<file path="src/rtl/mips_mc_controller.sv">
// mips_mc_controller
// Multicycle main-control sequencer for a MIPS core with one ALU, one unified
// memory port and one register file. Walks each instruction through fetch,
// decode, execute, memory and writeback. It drives every datapath mux select
// and write enable, and it counts retired instructions.
//
// Ports
//   CLK, RST          rising-edge clock; asynchronous active-low reset
//   Op[5:0]           opcode from the instruction register (Instr[31:26])
//   Zero              ALU zero flag (only consulted in BRANCH)
//   MemReady          unified memory completion (FETCH, MEMREAD, MEMWRITE)
//   PCEn, IorD, MemWrite, IRWrite, RegDst, MemtoReg, RegWrite,
//   ALUSrcA, ALUSrcB[1:0], ALUOp[1:0], PCSrc[1:0]   datapath controls
//   IllegalOp         one-cycle pulse in DECODE on an unsupported opcode
//   State[3:0]        current state code, exported for debug
//   InstrCount        retired-instruction counter, wraps silently
//
// Memory handshake: a memory access is requested for as long as the FSM sits
// in FETCH, MEMREAD or MEMWRITE. The request (address select, and MemWrite
// for a store) holds steady until a cycle with MemReady=1 completes it. The
// FSM then leaves the state on that same rising edge.
module mips_mc_controller #(
  parameter int CNT_W = 16
) (
  input  logic             CLK,
  input  logic             RST,
  input  logic [5:0]       Op,
  input  logic             Zero,
  input  logic             MemReady,
  output logic             PCEn,
  output logic             IorD,
  output logic             MemWrite,
  output logic             IRWrite,
  output logic             RegDst,
  output logic             MemtoReg,
  output logic             RegWrite,
  output logic             ALUSrcA,
  output logic [1:0]       ALUSrcB,
  output logic [1:0]       ALUOp,
  output logic [1:0]       PCSrc,
  output logic             IllegalOp,
  output logic [3:0]       State,
  output logic [CNT_W-1:0] InstrCount
);

  typedef enum logic [3:0] {
    S_FETCH    = 4'd0,
    S_DECODE   = 4'd1,
    S_MEMADR   = 4'd2,
    S_MEMREAD  = 4'd3,
    S_MEMWB    = 4'd4,
    S_MEMWRITE = 4'd5,
    S_EXECUTE  = 4'd6,
    S_ALUWB    = 4'd7,
    S_BRANCH   = 4'd8,
    S_ADDIEX   = 4'd9,
    S_ADDIWB   = 4'd10,
    S_JUMP     = 4'd11
  } state_t;

  localparam logic [5:0] OP_LW    = 6'b100011;
  localparam logic [5:0] OP_SW    = 6'b101011;
  localparam logic [5:0] OP_RTYPE = 6'b000000;
  localparam logic [5:0] OP_BEQ   = 6'b000100;
  localparam logic [5:0] OP_ADDI  = 6'b001000;
  localparam logic [5:0] OP_J     = 6'b000010;

  state_t state_q, state_d;

  logic pc_write, branch, ir_write, mem_write, reg_write, illegal;
  logic retire;

  always_ff @(posedge CLK or negedge RST) begin
    if (!RST) state_q <= S_FETCH;
    else      state_q <= state_d;
  end

  always_comb begin
    state_d   = S_FETCH;
    pc_write  = 1'b0;
    branch    = 1'b0;
    ir_write  = 1'b0;
    mem_write = 1'b0;
    reg_write = 1'b0;
    illegal   = 1'b0;
    IorD      = 1'b0;
    RegDst    = 1'b0;
    MemtoReg  = 1'b0;
    ALUSrcA   = 1'b0;
    ALUSrcB   = 2'b00;
    ALUOp     = 2'b00;
    PCSrc     = 2'b00;
    case (state_q)
      S_FETCH: begin
        ALUSrcB  = 2'b01;
        ir_write = MemReady;
        pc_write = MemReady;
        state_d  = MemReady ? S_DECODE : S_FETCH;
      end
      S_DECODE: begin
        ALUSrcB = 2'b11;
        case (Op)
          OP_LW, OP_SW: state_d = S_MEMADR;
          OP_RTYPE:     state_d = S_EXECUTE;
          OP_BEQ:       state_d = S_BRANCH;
          OP_ADDI:      state_d = S_ADDIEX;
          OP_J:         state_d = S_JUMP;
          default: begin
            state_d = S_FETCH;
            illegal = 1'b1;
          end
        endcase
      end
      S_MEMADR: begin
        ALUSrcA = 1'b1;
        ALUSrcB = 2'b10;
        state_d = (Op == OP_LW) ? S_MEMREAD : S_MEMWRITE;
      end
      S_MEMREAD: begin
        IorD    = 1'b1;
        state_d = MemReady ? S_MEMWB : S_MEMREAD;
      end
      S_MEMWB: begin
        MemtoReg  = 1'b1;
        reg_write = 1'b1;
        state_d   = S_FETCH;
      end
      S_MEMWRITE: begin
        IorD      = 1'b1;
        mem_write = 1'b1;
        state_d   = MemReady ? S_FETCH : S_MEMWRITE;
      end
      S_EXECUTE: begin
        ALUSrcA = 1'b1;
        ALUOp   = 2'b10;
        state_d = S_ALUWB;
      end
      S_ALUWB: begin
        RegDst    = 1'b1;
        reg_write = 1'b1;
        state_d   = S_FETCH;
      end
      S_BRANCH: begin
        ALUSrcA = 1'b1;
        ALUOp   = 2'b01;
        PCSrc   = 2'b01;
        branch  = 1'b1;
        state_d = S_FETCH;
      end
      S_ADDIEX: begin
        ALUSrcA = 1'b1;
        ALUSrcB = 2'b10;
        state_d = S_ADDIWB;
      end
      S_ADDIWB: begin
        reg_write = 1'b1;
        state_d   = S_FETCH;
      end
      S_JUMP: begin
        PCSrc    = 2'b10;
        pc_write = 1'b1;
        state_d  = S_FETCH;
      end
      // Unused codes 12-15: all controls stay at their zero defaults and
      // the FSM goes back to FETCH.
      default: state_d = S_FETCH;
    endcase
  end

  // While RST is low the state is already FETCH. The enables are gated
  // directly by RST anyway, so that MemReady cannot raise IRWrite/PCEn
  // during reset, and so that an abort stops writes without waiting for
  // a clock edge.
  assign PCEn      = RST & (pc_write | (branch & Zero));
  assign IRWrite   = RST & ir_write;
  assign MemWrite  = RST & mem_write;
  assign RegWrite  = RST & reg_write;
  assign IllegalOp = RST & illegal;
  assign State     = state_q;

  // An instruction retires on the edge that returns from its final state to
  // FETCH. The illegal-opcode exit from DECODE is deliberately not counted.
  always_comb begin
    retire = 1'b0;
    if (state_d == S_FETCH) begin
      case (state_q)
        S_MEMWB, S_MEMWRITE, S_ALUWB, S_BRANCH, S_ADDIWB, S_JUMP: retire = 1'b1;
        default: retire = 1'b0;
      endcase
    end
  end

  always_ff @(posedge CLK or negedge RST) begin
    if (!RST)        InstrCount <= '0;
    else if (retire) InstrCount <= InstrCount + 1'b1;
  end

endmodule

</file>
<file path="config.mk">
export PLATFORM = sky130hd
export DESIGN_NAME = mips_mc_controller
export DESIGN_NICKNAME = d
export VERILOG_FILES = /design/src/rtl/mips_mc_controller.sv
export SDC_FILE = /design/constraint.sdc
export NUM_CORES = 1
export LEC_CHECK = 0
export CORE_ASPECT_RATIO = 0.8
export CORE_UTILIZATION = 40
export CTS_CLUSTER_DIAMETER = 100
export DETAILED_ROUTE_END_ITERATION = 8
export HOLD_SLACK_MARGIN = 0.08
export PLACE_DENSITY = 0.76
export SKIP_LAST_GASP = 1
export SLEW_MARGIN = 20
export SYNTH_ARGS = -nofsm -noshare
export SYNTH_HDL_FRONTEND = slang
export SYNTH_SLANG_ARGS = --single-unit
</file>
<file path="constraint.sdc">
create_clock -name CLK -period 1.4 [get_ports CLK]
set_input_delay 0.14 -clock CLK [delete_from_list [all_inputs] [get_ports CLK]]
set_output_delay 0.14 -clock CLK [all_outputs]
set_load 0.005 [all_outputs]
</file>
Word level (Yosys, flattened, before mapping)
Index checks and enable logic that the tools add are counted.

Bits in read-only memories: 0. Latch bits: 0. Bits in registers: 20. Logic and storage cells: 58. Output and inout port bits: 35. Input port bits: 10. Memory bits (writable): 0. Memories: 0.

Equality and inequality tests: 16. Divide/modulo/power cells: 0. Order comparisons: 0. Muxes and demuxes: 22. Reduce and logical (&&, ||, !) cells: 10. Shift-type cells: 0. $add $sub $neg: 1. Bitwise logic cells: 7. Multipliers: 0.

Operators by type and width (number): $pmux 4 s7 (1); $pmux 4 s5 (1); $add 16x1->16 const B (1); $eq 4x3->1 const B (4); $eq 4x4->1 const B (4); $mux 1 (13); $eq 6x6->1 const B (2); $reduce_or 6->1 (2); $mux 3 (3); $eq 4x2->1 const B (2); $logic_not 4->1 (2); $pmux 2 s2 (2); $and 1x1->1 (6); $eq 6x2->1 const B (1); $eq 6x3->1 const B (1); $eq 6x4->1 const B (1); $logic_not 6->1 (1); $pmux 2 s3 (1); $reduce_or 2->1 (3); $eq 4x1->1 const B (1); $reduce_or 4->1 (1); $reduce_or 3->1 (1); $pmux 1 s2 (1); $or 1x1->1 (1).

Longest topological paths before layout
Gate-level depths: netlist (run 1).

Depth in word-level cells: 6. Gate-level depth with buffers: 6. Depth with buffers taken out: 5.

Worst setup path before layout (run 1)
Ideal clock, no wire load.

Path kind: register -> register. Start point: register state_q[1] (netlist: State[1]). End point: register InstrCount[1]. Arrival: 1.254 ns. Stages on the path, launching flop included: 6. Setup time: 0.127 ns. Period minus slack after synthesis: 1.382 ns. Data required time: 1.273 ns. Path slack: 0.018 ns. Buffers on the path: 1. Cells stage by stage: dfrtp_1 > buf_4 > nor2b_4 > o21ai_4 > nand2_1 > mux2_1.

Word-level cells in the longest chain between the ends: 4. Elaborated cells between the ends (all ways): 17. Classes of those cells: eq/ne: 11; mux: 3; reduce/logical: 3.

Ends and longest elaborated chain: start: declaration (RTL line 68) `state_t state_q, state_d;`; start signal: assignment (RTL line 75) `else state_q <= state_d;`; $eq 4x4->1 (tied with other cells) (RTL line 93) `case (state_q)`; $pmux 4 s7 or $reduce_or 6->1 (tied branches) (RTL line 93, 186); $logic_not 4->1 or $mux 1 (tied branches) (RTL line 185, 186); $mux 1 * (RTL line 185) `if (state_d == S_FETCH) begin`; end signal: assignment (RTL line 195) `else if (retire) InstrCount <= InstrCount + 1'b1;`; end: declaration (RTL line 43) `output logic [CNT_W-1:0] InstrCount`.

Mark *: on every way between the ends. The rest lies on a longest branch, timed or not. A chain may end at the register's enable or synchronous reset.

Worst setup path after layout (run 1)
Start point: register state_q[3] (netlist: State[3]). End point: output PCEn.

Word-level cells in the longest chain between the ends: 5. Elaborated cells between the ends (all ways): 8. Classes of those cells: eq/ne: 2; mux: 2; bitwise: 3; reduce/logical: 1.

Ends and longest elaborated chain: $eq 4x4->1 (RTL line 93); $mux 1 (RTL line 93); $and 1x1->1 (RTL line 174) `assign PCEn = RST & (pc_write | (branch & Zero));`; $or 1x1->1 * (RTL line 174); $and 1x1->1 * (RTL line 174); end: declaration (RTL line 30) `output logic PCEn,`.

Marked as above.

==> results.cfg, run 1 <==
[clocking]
tritoncts = yes
cts.clk_slew.worst_paths_ps = 70
ctsHoldBuffers = 0
cts_buffer_depth = 2
numCtsBuffers = 3
cts_sinks = 20
cts_root_buffer = clkbuf_8
cts_max_level = 1
worstSkewPairLatency_ps = 260

[die]
io_pins = 45
die-area_sq_um = 3490
die_h_microns = 53.0
fp.dieW_microns = 65.8
initial_core_util_pct = 42.2
core.rowCount = 18
design.core.area_sq_um = 3090

[global_routing]
grt_usage_pct = 29.3
antenna_found_initial = 0
gr-total-overflow = 0
grt_pass1_vias = 1490
grt_max_degree = 21
grt_pass1_wl_microns = 7440

[timing]
min_period_ps = 1760
setup_violations = 36
hold_viol = 0
worst_slack_ps = -365
finClkSkew_ps = 1.62
worst_pin_slew_ps = 389
period_share_pct = 126
rsz0062_at_grt = yes
fmax_ghz = 0.567
drv_slew = 0
relSlewSlack_pct = 73.8

[logic_synthesis]
synth_area_sq_um = 1300
avgSynthCellArea_sq_um = 9.29
synthCells = 140
yosysSeqAreaShare_pct = 38.5
synth_most_common_cell = dfrtp_1
ys_ff_latch = 20
ys.flop_type = dfrtp_1
ys_types = 40
yosys_warnings = 0
syn_nets = 151
synth_top_cell_area_share_pct = 38.5
ys_top_cells_by_count = 20 x dfrtp_1, 17 x xnor2_1, 11 x nand3_1, 11 x nor2_1, 9 x nand2_1
yosysTopAreaCell = dfrtp_1
synth_edf_count = 0
ys_top_cells_by_area = dfrtp_1 38%, xnor2_1 11%, nand3_1 4.2%
synthArstFlopShare_pct = 100

[hold_path]
hold_class = in2reg

[route]
wl_per_cell_microns = 21.6
totalWireLength_microns = 6020
first_pass_iters = 4
via_per_inst = 5.89
drt_iter0_markers = 160
drc = 0
antenna_left = 0
vias = 1644

[critical_path]
cp_top_family = flip-flops
crit_slowest_cell = dfrtp_2
crit_required_ps = 1260
worst_setup_path_end_kind = output port
critPathMaxFanout = 4
cp_num_buf_inv = 2
cpPeakStageDelay_ps = 430
path_cells = buf_4 > nand2b_4 > a211oi_2 > a31oi_1 > nor3_1 > buf_2
critPathArrivalTime_ps = 1620
cp-start-kind = flip-flop
critPathKind = reg2out

[power_and_ir_drop]
combPwrFrac_pct = 53.3
p_int_w = 0.00155
p_clk_share_pct = 15.6
p_seq_share_pct = 31.1
p_sw_share_pct = 36.1
switching_power_w = 0.000873
irDropWorstVdd_mv = 1.21
p_per_area_nw_per_um2 = 927
cellLeakagePower_nw = 1.14

[finish]
synthToLayoutAreaGrowth_pct = 100
antenna_cells = 0
stdcell_count = 279
finish.utilization_pct = 84.5
nNetsFinal = 252
drive_above_1_share_pct = 57.7

[place]
hpwl_microns = 2940
port_buffers = 44
dpl.cell_count = 247
place_congestion = 0.806

[run]
drv_cap = 0

[outcome]
status = complete, but fails checks
violations = setup timing
## placed cells by master (no fill, tap or decap), types with 3 or more instances in the layout
| master | instances |
|---|---|
| clkdlybuf4s50_1 | 20 |
| nor2_1 | 7 |
| nor3_1 | 3 |
| nand4_1 | 6 |
| buf_6 | 26 |
| dlymetal6s2s_1 | 5 |
| nor3b_2 | 3 |
| nor3_4 | 3 |
| buf_2 | 12 |
| and3_1 | 3 |
| dlygate4sd2_1 | 4 |
| dfrtp_2 | 10 |
| nand2b_4 | 5 |
| clkbuf_8 | 3 |
| inv_1 | 4 |
| nand2_1 | 5 |
| xnor2_1 | 15 |
| dfrtp_1 | 10 |
| nand3_2 | 7 |
| buf_4 | 33 |
| nor2_2 | 3 |
## worst register-to-register path: cells and delay by family (launching register included)
kind,cells,cell delay (ps)
compound gates,1,230
simple gates,2,310
buf+inv,3,460
flops,1,430
xor+xnor,1,170
## registers in the layout (all words and copies together), names as in the netlist
name	cells
State	4
InstrCount	16
## timing repair
| action | in CTS | in global routing |
|---|---|---|
| endpoints found under the setup margin | 39 | 43 |
| buffers inserted | 18 | 12 |
| endpoints found under the hold margin | 0 | 0 |
| pin swaps | 13 | 18 |
| resized for setup | 100 | 59 |
## layout make-up
class                   instances  area (sq um)
multi-input cells             108          1030
repair buffers                104           955
flip-flops and latches         20           513
fillers                       142           477
well taps                      40          50.0
clock buffers                   3          41.3
inverters                       4          15.0
## kinds of logic after synthesis
family	Yosys count	synth area share, %
muxes	3	2.40
buffers and inverters	12	5.00
xor gates and xnor gates	17	11.4
DFF	20	38.5
AOI/OAI and AO/OA	18	10.1
adders and majority gates	1	0.961
and+or+nand+nor	69	31.6
## layer usage
metal | track usage [%] | vias to the layer above | part of all wire [%]
met1 | 33.5 | 822 | 40
met3 | 6.47 | 33 | 4.8
met5 | 0 | - | 0
li1 | - | 698 | -
met2 | 52.2 | 91 | 50
met4 | 13.0 | 0 | 5.1
## final timing paths
path                                            start  slack, ps                         end  depth (start not counted)
setup / recovery                   State[3]$_DFF_PN0_       -360                        PCEn                          6
hold / removal                                  Op[2]        420          State[1]$_DFF_PN0_                          4
setup reg to reg                   State[3]$_DFF_PN0_       -310  InstrCount[13]$_DFFE_PN0P_                          7
hold reg to reg            InstrCount[15]$_DFFE_PN0P_        490  InstrCount[15]$_DFFE_PN0P_                          1
max in group asynchronous                         RST        730          State[2]$_DFF_PN0_                          3
min in group asynchronous                         RST        430  InstrCount[14]$_DFFE_PN0P_                          3
## metrics by stage
stage                     instance area [sq um]  setup TNS [ps]  power, W  setup slack, ps  hold slack, ps
after global routing                       2610           -9110   0.00252             -422             477
after floorplan                            1300               0   0.00107             18.3            -156
final                                      2610           -7670   0.00242             -365             424
after global placement                     1970           -7030   0.00149             -583             458
after CTS                                  2280           -3460   0.00210             -225             454
after detailed placement                   1970           -7850   0.00152             -675             484
## power by group through the flow
stage                     clock network, W  registers, W  logic (W)
final                             0.000378      0.000752    0.00129
after CTS                         0.000371      0.000737   0.000992
after global placement                   0      0.000735   0.000750
after global routing              0.000399      0.000763    0.00135
after floorplan                          0      0.000719   0.000348
after detailed placement                 0      0.000740   0.000780
Note: power is estimated with default switching activity, not from simulation.
==> inputs of run 2 (changes only) <==
--- a/config.mk
+++ b/config.mk
@@ -9,6 +9,7 @@
 export CORE_UTILIZATION = 40
 export CTS_CLUSTER_DIAMETER = 100
 export DETAILED_ROUTE_END_ITERATION = 8
+export GPL_ROUTABILITY_DRIVEN = 1
 export HOLD_SLACK_MARGIN = 0.08
 export PLACE_DENSITY = 0.76
 export SKIP_LAST_GASP = 1
==> results of run 2 <==
Same layout as run 1: the final DEF is identical, and so are final timing and power.
